$ cat config.mk
export PLATFORM = sky130hd
export DESIGN_NAME = ex_stage
export DESIGN_NICKNAME = d
export VERILOG_FILES = /design/src/rtl/ex_pkg.sv /design/src/rtl/ex_mul_iter.sv /design/src/rtl/ex_stage.sv
export SDC_FILE = /design/constraint.sdc
export NUM_CORES = 1
export LEC_CHECK = 0
export ABC_AREA = 1
export CORE_UTILIZATION = 35
export CTS_CLUSTER_SIZE = 28
export DETAILED_ROUTE_END_ITERATION = 7
export PLACE_DENSITY = 0.57
export REMOVE_ABC_BUFFERS = 1
export SYNTH_ARGS = -nofsm -noshare
export SYNTH_HDL_FRONTEND = slang
export SYNTH_SLANG_ARGS = --single-unit
$ cat constraint.sdc
create_clock -name clk -period 5.78 [get_ports clk]
set_clock_uncertainty 0.15 [all_clocks]
set_input_delay 1.156 -clock clk [delete_from_list [all_inputs] [get_ports clk]]
set_output_delay 1.156 -clock clk [all_outputs]
set_load 0.02 [all_outputs]
$ cat src/rtl/ex_pkg.sv
// Shared definitions for the execute stage: ALU opcodes,
// multiplier states and forwarding selection.
package ex_pkg;

    localparam logic [2:0] ALU_AND = 3'b000;
    localparam logic [2:0] ALU_OR  = 3'b001;
    localparam logic [2:0] ALU_ADD = 3'b010;
    localparam logic [2:0] ALU_MUL = 3'b011;
    localparam logic [2:0] ALU_NOR = 3'b100;
    localparam logic [2:0] ALU_XOR = 3'b101;
    localparam logic [2:0] ALU_SUB = 3'b110;
    localparam logic [2:0] ALU_SLT = 3'b111;

    typedef enum logic [1:0] {
        MUL_IDLE,
        MUL_BUSY,
        MUL_DONE
    } mul_state_t;

    typedef enum logic [1:0] {
        FWD_NONE,
        FWD_EXMEM,
        FWD_MEMWB
    } fwd_sel_t;

    // Youngest writer wins; r0 is hardwired and never forwarded.
    function automatic fwd_sel_t fwd_pick(
        input logic [4:0] idx,
        input logic       exm_we,
        input logic [4:0] exm_reg,
        input logic       wb_we,
        input logic [4:0] wb_reg
    );
        if (idx == 5'd0)
            return FWD_NONE;
        if (exm_we && exm_reg == idx)
            return FWD_EXMEM;
        if (wb_we && wb_reg == idx)
            return FWD_MEMWB;
        return FWD_NONE;
    endfunction

endpackage

$ cat src/rtl/ex_mul_iter.sv
// Iterative 32-step shift-add multiplier, low 32 bits of product.
// busy covers the start cycle plus all step cycles; done is one cycle.
module ex_mul_iter
    import ex_pkg::*;
(
    input  logic        clk,
    input  logic        reset_n,
    input  logic        start,
    input  logic [31:0] op_a,
    input  logic [31:0] op_b,
    output logic        busy,
    output logic        done,
    output logic [31:0] product
);

    mul_state_t  state;
    mul_state_t  state_nx;
    logic [4:0]  count;
    logic [31:0] mcand;
    logic [31:0] mplier;
    logic [31:0] acc;

    // state register
    always_ff @(posedge clk) begin
        if (!reset_n)
            state <= MUL_IDLE;
        else
            state <= state_nx;
    end

    // next state and handshake outputs
    always_comb begin
        state_nx = state;
        busy     = 1'b0;
        done     = 1'b0;
        unique case (state)
            MUL_IDLE: begin
                if (start) begin
                    busy     = 1'b1;
                    state_nx = MUL_BUSY;
                end
            end
            MUL_BUSY: begin
                busy = 1'b1;
                if (count == 5'd31)
                    state_nx = MUL_DONE;
            end
            MUL_DONE: begin
                done     = 1'b1;
                state_nx = MUL_IDLE;
            end
            default: state_nx = MUL_IDLE;
        endcase
    end

    // operand latch on start, then one shift-add step per busy cycle
    always_ff @(posedge clk) begin
        if (!reset_n) begin
            count  <= 5'd0;
            mcand  <= 32'd0;
            mplier <= 32'd0;
            acc    <= 32'd0;
        end else if (state == MUL_IDLE && start) begin
            count  <= 5'd0;
            mcand  <= op_a;
            mplier <= op_b;
            acc    <= 32'd0;
        end else if (state == MUL_BUSY) begin
            if (mplier[0])
                acc <= acc + mcand;
            mcand  <= mcand << 1;
            mplier <= mplier >> 1;
            count  <= count + 5'd1;
        end
    end

    assign product = acc;

endmodule

$ cat src/rtl/ex_stage.sv
// Execute stage: forwarding, ALU, BEQ resolution and the EX/MEM register.
// Define EX_MUL_EN to build in the iterative multiplier (alu_ctrl 011).
module ex_stage
    import ex_pkg::*;
(
    input  logic        clk,
    input  logic        reset_n,
    input  logic        reg_dst_in,
    input  logic        alu_src_in,
    input  logic        mem_to_reg_in,
    input  logic        reg_write_in,
    input  logic        mem_read_in,
    input  logic        mem_write_in,
    input  logic        branch_in,
    input  logic [2:0]  alu_ctrl_in,
    input  logic [31:0] pc_plus4_in,
    input  logic [31:0] rd1_in,
    input  logic [31:0] rd2_in,
    input  logic [31:0] sign_ext_imm_in,
    input  logic [4:0]  rs_in,
    input  logic [4:0]  rt_in,
    input  logic [4:0]  rd_in,
    input  logic        memwb_reg_write_in,
    input  logic [4:0]  memwb_write_reg_in,
    input  logic [31:0] memwb_write_data_in,
    output logic        reg_write_out,
    output logic        mem_to_reg_out,
    output logic        mem_read_out,
    output logic        mem_write_out,
    output logic [31:0] alu_result_out,
    output logic [31:0] store_data_out,
    output logic [4:0]  write_reg_out,
    output logic        branch_taken_out,
    output logic [31:0] branch_target_out,
    output logic        stall_out
);

    fwd_sel_t    sel_a;
    fwd_sel_t    sel_b;
    logic [31:0] fwd_a;
    logic [31:0] fwd_b;
    logic [31:0] op_b;
    logic [31:0] alu_y;
    logic [31:0] result;
    logic [31:0] target;
    logic [4:0]  write_reg;
    logic        kill;
    logic        hold;
    logic        take;
    logic        bubble;

    // the instruction behind a taken branch is on the wrong path
    assign kill = branch_taken_out;

    assign sel_a = fwd_pick(rs_in, reg_write_out, write_reg_out,
                            memwb_reg_write_in, memwb_write_reg_in);
    assign sel_b = fwd_pick(rt_in, reg_write_out, write_reg_out,
                            memwb_reg_write_in, memwb_write_reg_in);

    // forwarding muxes for both source operands
    always_comb begin
        fwd_a = rd1_in;
        fwd_b = rd2_in;
        unique case (sel_a)
            FWD_EXMEM: fwd_a = alu_result_out;
            FWD_MEMWB: fwd_a = memwb_write_data_in;
            default:   fwd_a = rd1_in;
        endcase
        unique case (sel_b)
            FWD_EXMEM: fwd_b = alu_result_out;
            FWD_MEMWB: fwd_b = memwb_write_data_in;
            default:   fwd_b = rd2_in;
        endcase
    end

    assign op_b = alu_src_in ? sign_ext_imm_in : fwd_b;

    // single-cycle ALU; MUL is produced by the multiplier, not here
    always_comb begin
        alu_y = 32'd0;
        unique case (alu_ctrl_in)
            ALU_AND: alu_y = fwd_a & op_b;
            ALU_OR:  alu_y = fwd_a | op_b;
            ALU_ADD: alu_y = fwd_a + op_b;
            ALU_SUB: alu_y = fwd_a - op_b;
            ALU_NOR: alu_y = ~(fwd_a | op_b);
            ALU_XOR: alu_y = fwd_a ^ op_b;
            ALU_SLT: alu_y = {31'd0, $signed(fwd_a) < $signed(op_b)};
            default: alu_y = 32'd0;
        endcase
    end

`ifdef EX_MUL_EN
    logic        is_mul;
    logic        mul_busy;
    logic        mul_done;
    logic [31:0] mul_p;

    assign is_mul = (alu_ctrl_in == ALU_MUL) && !kill;

    ex_mul_iter u_mul (
        .clk     (clk),
        .reset_n (reset_n),
        .start   (is_mul),
        .op_a    (fwd_a),
        .op_b    (op_b),
        .busy    (mul_busy),
        .done    (mul_done),
        .product (mul_p)
    );

    assign stall_out = mul_busy;
    assign hold      = mul_busy;
    assign result    = mul_done ? mul_p : alu_y;
`else
    assign stall_out = 1'b0;
    assign hold      = 1'b0;
    assign result    = alu_y;
`endif

    assign take      = branch_in && !kill && (fwd_a == fwd_b);
    assign target    = pc_plus4_in + (sign_ext_imm_in << 2);
    assign bubble    = kill || branch_in || hold;
    assign write_reg = reg_dst_in ? rd_in : rt_in;

    // EX/MEM pipeline register
    always_ff @(posedge clk) begin
        if (!reset_n) begin
            reg_write_out     <= 1'b0;
            mem_to_reg_out    <= 1'b0;
            mem_read_out      <= 1'b0;
            mem_write_out     <= 1'b0;
            alu_result_out    <= 32'd0;
            store_data_out    <= 32'd0;
            write_reg_out     <= 5'd0;
            branch_taken_out  <= 1'b0;
            branch_target_out <= 32'd0;
        end else begin
            reg_write_out     <= reg_write_in && !bubble;
            mem_to_reg_out    <= mem_to_reg_in && !bubble;
            mem_read_out      <= mem_read_in && !bubble;
            mem_write_out     <= mem_write_in && !bubble;
            alu_result_out    <= result;
            store_data_out    <= fwd_b;
            write_reg_out     <= write_reg;
            branch_taken_out  <= take;
            branch_target_out <= take ? target : 32'd0;
        end
    end

endmodule

==> results of run 1 <==
-- critical path, stage by stage --
cell	delay (ps)
clkdlybuf4s50_1	480
inv_1	140
o22ai_1	90
a221oi_1	300
nand4_1	300
ha_4	340
inv_2	80
buf_4	160
buf_12	160
nand3_1	100
o21ai_2	80
o21ai_0	120
ha_1	530
nand2_1	130
nor2_1	230
inv_1	110
nor4_1	200
buf_4	180
nand4_1	270
nand2_1	150
nand2_1	60
nand3_1	70
o211ai_1	90
inv_1	70
a21oi_1	50
-- placed cells by master, fill, tap and decap left out, types with 14 or more instances in the layout --
master           instances
nor3_1                  27
nand4_1                 19
inv_1                  288
a21oi_1                164
buf_4                  227
o21ai_1                 52
ha_1                   120
a31oi_1                 17
nand2_1                473
a221oi_1                31
o22ai_1                 14
clkdlybuf4s50_1        297
o21ai_0                137
nor2_1                 212
dfxtp_1                106
nand3_1                161
xor2_1                  16
or2_2                   19
-- state kept, by name, indices dropped and copies added (netlist names) --
signal / cells
reg_write_out: 1
alu_result_out: 32
store_data_out: 32
mem_to_reg_out: 1
branch_taken_out: 1
mem_read_out: 1
mem_write_out: 1
write_reg_out: 5
branch_target_out: 32
-- routing by layer --
layer  vias to the layer above  share of wire, %
met5                         -             0.015
met4                         2               3.3
met3                        80               7.5
met2                       653                44
met1                      7414                45
li1                       7815                 -
-- layout make-up --
class                           instances  area share [%]
Inverter                              300            6.32
Timing Repair Buffer                  537            27.5
Clock buffer                           10            1.28
Clock inverter                          6           0.546
Sequential cell                       106            11.9
Tap cell                              455            3.18
Multi-Input combinational cell       1601            49.3
-- where the power goes --
part	total (mW)	leakage (nW)	internal (mW)	switching (mW)
Clock	0.741	0.160	0.388	0.353
Combinational	1.81	7.13	0.767	1.04
Sequential	0.802	0.871	0.772	0.0304
-- path summary, 6_finish.rpt --
path / slack, ps / cells after the start / end / startpoint
max reg2reg: 1140 / 26 / alu_result_out[30]$_SDFF_PN0_ / write_reg_out[4]$_SDFF_PN0_
max: 190 / 25 / alu_result_out[30]$_SDFF_PN0_ / rt_in[1]
min reg2reg: 520 / 4 / store_data_out[2]$_SDFF_PN0_ / alu_result_out[2]$_SDFF_PN0_
min: 520 / 4 / store_data_out[2]$_SDFF_PN0_ / alu_result_out[2]$_SDFF_PN0_
-- repair_timing --
action / CTS / global route
endpoints found under the setup margin: 0 / 21
buffers inserted: 0 / 2
gates resized for setup: 0 / 30
-- logic make-up after synthesis --
| logic type | Yosys count | synth area share (%) |
|---|---|---|
| AO/OA/AOI/OAI | 489 | 22.8 |
| flip-flops | 106 | 17.2 |
| other | 1 | 0.0304 |
| AND/OR/NAND/NOR | 960 | 33.3 |
| adder cells (fa/ha/maj) | 127 | 13.1 |
| XOR/XNOR | 24 | 1.70 |
| buffers and inverters | 373 | 11.9 |
==> results by group, run 1 <==
Route
  • Wire per inst: 20.2 µm
  • ANT nets after route: 0
  • Via density: around 5.3
  • Wirelength, routed: 60,800 µm
  • First drt pass iteration count: 6
  • Via count: 16,000
  • DRT iter0 DRCs: about 1,300
  • Drc violations: 0

Floorplan
  • Chip width: 190 µm
  • Die H: 190 µm
  • Core Box Area: 0.0346 mm²
  • I/O pin count: 300
  • DIE AREA: about 0.036 mm²
  • # rows: 68
  • Initial Util: 35.6%

Placed design
  • PortBufs: 298
  • Placed Instances: 2,997
  • Dpl hpwl: slightly above 50,000 µm
  • Dpl ws: -211 ps
  • Placer Congestion: 1.06
  • Area post-placement: around 0.017 mm²

Critical path
  • CP Launch Type: input port
  • Critical path endpoint category: register
  • Critical path type: in2reg
  • Worst EP arrival: 5680 ps
  • Worst-path fanout max: 20
  • Critical path data required time: 5870 ps

STA
  • Final setup fails: 0
  • Worst-margin pin slew: ~1000 ps
  • Setup TNS Final: 0 ps
  • Fin crit period: 5590 ps
  • Fmax: approximately 0.18 GHz
  • Final Max Tran Viols: 0
  • Hold slack: 517 ps
  • Worst slew margin: about a third
  • Final Cycle Share: 96.7%
  • Final hold vios: 0
  • Setup WS post-layout: 191 ps

Finish
  • FILL cells: approximately 3,600
  • Share of layout cells above drive strength 1: 12.7%
  • Number of inserted diodes: 0
  • Layout Nets: 2,875
  • Seq. cell area: between 0.002 and 0.0025 mm²
  • Fin cells: 3,015
  • Cell area after layout: ~0.018 mm²
  • Utilization after layout: 51.7%
  • Multi-input logic area: 0.00882 mm²
  • Area Growth Syn to Fin: 45.0%

Clocking
  • Reg clk slew, reported paths: ~90 ps
  • H-tree depth: 3
  • Clock latency on the worst-skew pair: 390 ps
  • Root buffer cell: clkbuf_16
  • CTS tree: yes
  • Clock Sinks: between 100 and 150
  • # hold bufs at CTS: 0
  • Max clock buf depth: 2
  • Num CTS Buffers: 9

Power
  • Leakage power: roughly 8.2 nW
  • Tot Pwr: about 3.4 mW
  • PwrDens: roughly 190 mW/mm²
  • Worst ir drop on vdd: 0.000165 V

Job
  • Max-cap violations: 0

Yosys
  • Synth Instances: 2,080
  • EDFF count, synth: 0
  • Mapped Avg Cell Area: 5.93 µm²
  • Most common cell in the netlist: nand2_1
  • Area share of the leading cell type in the synthesized netlist: around 17%
  • FF+latch count, synth: around 110
  • Synth Flop Type: dfxtp_1
  • Top cells by count, synth: nand2_1, inv_1, nor2_1, a21oi_1, nand3_1
  • Distinct cells, synth: 60
  • Asr flop ratio synth: 0%
  • Sequential fraction of the synthesis area: 17.2%
  • Mapped cell area: 0.0123 mm²
  • Synth area leaders: dfxtp_1, nand2_1, ha_1
  • Synth area leader: dfxtp_1
  • Yosys warns: 0

GRT
  • Total congestion overflow: 0
  • Met2 Resource Use GR: 53.9%
  • Grt peak-use layer: met2
  • First-pass GRT wire length: 90,900 µm
  • Vias in the first global route: 15,200
  • Met3 usage: 5.04%
  • Total track usage: roughly a third
  • Largest net degree at the start of global routing: 64
  • Met1 GRT Util: 45.2%
  • Initial antenna violation count: 2

Outcome
  • Status: finished, final reports clean

Hold path
  • Worst hold path class: reg2reg
Power figures use the tool's default switching activity.
==> run 2: changes to the inputs <==
DONT_BUFFER_PORTS = 1   (was unset)
PLACE_DENSITY = 0.48   (was 0.57)
clock period = 5.1 ns   (was 5.78 ns; I/O delays follow)
==> run 2 against run 1 <==
Sequential cell count unchanged. Count of clock-buffer cells in the layout decreased by 1. Core utilization decreased by 6.7 points. Largest power group unchanged.
==> results by group, run 2 (same netlist as run 1, synthesis figures left out) <==
Outcome
  • Status: finished, final reports clean

Route
  • ANT nets after route: 0 (unchanged)
  • Wirelength, routed: 58,500 µm (-3.7%)
  • DRT iter0 DRCs: 1,150 (-8.6%)
  • Wire per inst: 20.8 µm (+3.4%)
  • First drt pass iteration count: 8 (+2)
  • Drc violations: 0 (unchanged)
  • Via count: 14,800 (-7.1%)
  • Via density: 5.29 (-0.17%)

Finish
  • Multi-input logic area: 0.00893 mm² (+1.2%)
  • Layout Nets: 2,667 (-7.2%)
  • FILL cells: 3,770 (+4.7%)
  • Fin cells: 2,807 (-6.9%)
  • Area Growth Syn to Fin: 26.2%
  • Number of inserted diodes: 0 (unchanged)
  • Seq. cell area: 0.00212 mm² (unchanged)
  • Utilization after layout: 45.0% (-6.7 points)
  • Top Registers: alu_result_out x32, branch_target_out x32, store_data_out x32
  • Commonest non-fill, non-tap cell in the layout: nand2_1
  • Share of layout cells above drive strength 1: 18.8% (+6.1 points)
  • Cell area after layout: 0.0156 mm² (-13%)
  • Commonest cells after routing, fill and taps aside: nand2_1, buf_4, inv_1, nor2_1, nand3_1

Placed design
  • Placed Instances: 2,787 (-7.0%)
  • PortBufs: 0 (-100%)
  • Area post-placement: 0.0150 mm² (-14%)
  • Dpl hpwl: 49,000 µm (-3.4%)
  • Placer Congestion: 0.944 (-11%)
  • Dpl ws: -551 ps (-340 ps)

STA
  • Hold slack: 575 ps (+58.5 ps)
  • Final Cycle Share: between 90% and 100%
  • Fmax: 0.208 GHz
  • Final hold vios: 0 (unchanged)
  • Final setup fails: 0 (unchanged)
  • Worst-margin pin slew: 878 ps (-127 ps)
  • Fin crit period: around 4800 ps
  • Setup TNS Final: 0 ps (unchanged)
  • Worst slew margin: 41.4% (+8.4 points)
  • Setup WS post-layout: 283 ps (+92.1 ps)
  • Final Max Tran Viols: 0 (unchanged)

Clocking
  • Reg clk slew, reported paths: 90 ps (about the same)
  • Clock Sinks: 106 (unchanged)
  • Clock latency on the worst-skew pair: 400 ps (about the same)
  • H-tree depth: 3 (unchanged)
  • CTS tree: yes
  • Root buffer cell: clkbuf_16
  • Max clock buf depth: 2 (unchanged)
  • Num CTS Buffers: 9 (unchanged)

Critical path
  • Worst-path fanout max: 24 (+20%)
  • Largest stage delay, worst path: 420 ps (-110 ps)
  • Worst EP arrival: 4920 ps (-760 ps)
  • CP Launch Type: input port
  • Critical path data required time: 5200 ps (-670 ps)
  • Delay-heaviest family, CP: compound AO/OA/AOI/OAI gates
  • Critical path buffers and inverters: 8 (unchanged)
  • Critical path type: in2reg
  • Critical path endpoint category: register
  • Crit path max-delay cell type: ha_2

Floorplan
  • # rows: 68 (unchanged)
  • Initial Util: 35.6% (unchanged)
  • I/O pin count: 300 (unchanged)
  • Die H: 190 µm (unchanged)
  • Chip width: 190 µm (unchanged)
  • Core Box Area: 0.0346 mm² (unchanged)
  • DIE AREA: 0.0360 mm² (unchanged)

Power
  • PwrDens: 230 mW/mm² (+23%)
  • Tot Pwr: 3.58 mW (+6.8%)
  • Worst ir drop on vdd: 0.000173 V (+4.9%)
  • Leakage power: 7.44 nW (-8.8%)

Hold path
  • Worst hold path class: in2reg

Job
  • Max-cap violations: 0 (unchanged)

GRT
  • Total track usage: 32.1% (-1.5 points)
  • Largest net degree at the start of global routing: 60 (-6.3%)
  • Vias in the first global route: 14,300 (-6.1%)
  • Total congestion overflow: 0 (unchanged)
  • Initial antenna violation count: 0 (-2)
  • First-pass GRT wire length: 86,700 µm (-4.7%)
[run 2: cell type report]
type | instances | share of cell area [%]
Clock buffer | 9 | 1.45
Clock inverter | 7 | 0.498
Inverter | 300 | 7.23
Multi-Input combinational cell | 1601 | 57.3
Sequential cell | 106 | 13.6
Tap cell | 455 | 3.66
Timing Repair Buffer | 329 | 16.2
[run 2: final timing paths]
kind              slack [ps]  cells after the start                          from                             to
setup / recovery         280                     25                      rt_in[0]   alu_result_out[0]$_SDFF_PN0_
hold / removal           580                      2                  mem_write_in       mem_write_out$_SDFF_PN0_
setup reg to reg         460                     27   write_reg_out[4]$_SDFF_PN0_  alu_result_out[28]$_SDFF_PN0_
hold reg to reg          630                      4  alu_result_out[4]$_SDFF_PN0_   store_data_out[4]$_SDFF_PN0_
[run 2: repair_timing]
item / in CTS / in global routing
buffers inserted: 0 / 4
setup endpoints to repair: 2 / 17
resized for setup: 3 / 67
hold buffers: 0 / 0
pin swaps: 0 / 8
[run 2: power by group]
| group | switching (mW) | leakage [nW] | total [mW] | internal [mW] |
|---|---|---|---|---|
| registers | 0.0948 | 0.871 | 0.969 | 0.875 |
| logic | 1.07 | 6.42 | 1.81 | 0.745 |
| clock network | 0.443 | 0.147 | 0.797 | 0.354 |
[run 2: worst reg2reg max path, stage by stage, from the launching register on]
cell	delay [ps]
dfxtp_1	340
buf_4	170
xor2_1	170
nor3_2	210
o2111ai_2	160
nor2_1	170
ha_1	270
inv_2	110
buf_6	200
buf_12	190
nand3_1	100
o21ai_1	110
inv_1	90
ha_2	400
buf_4	140
nand2_1	110
nor2_1	190
inv_1	80
nor2_1	140
nand4_1	120
nand4_1	170
buf_4	170
a21o_1	200
a21oi_1	80
o21ai_0	110
nand2_1	70
inv_1	50
a21oi_1	60
[run 2: routing by layer]
layer / global-route usage [%] / up-vias / wire [µm] / share of wire (%)
met3: 4.39 / 64 / 3530 / 6.0
met4: 8.19 / 0 / 1260 / 2.2
met1: 42.0 / 6820 / 26100 / 45
li1: - / 7406 / - / -
met2: 55.1 / 548 / 27600 / 47
met5: 0 / - / 0 / 0
==> run 3: changes to the inputs <==
CAP_MARGIN = 25   (was unset)
CTS_CLUSTER_DIAMETER = 50   (was unset)
==> results of run 3 <==
Final layout, timing and power as in run 2 (identical DEF).
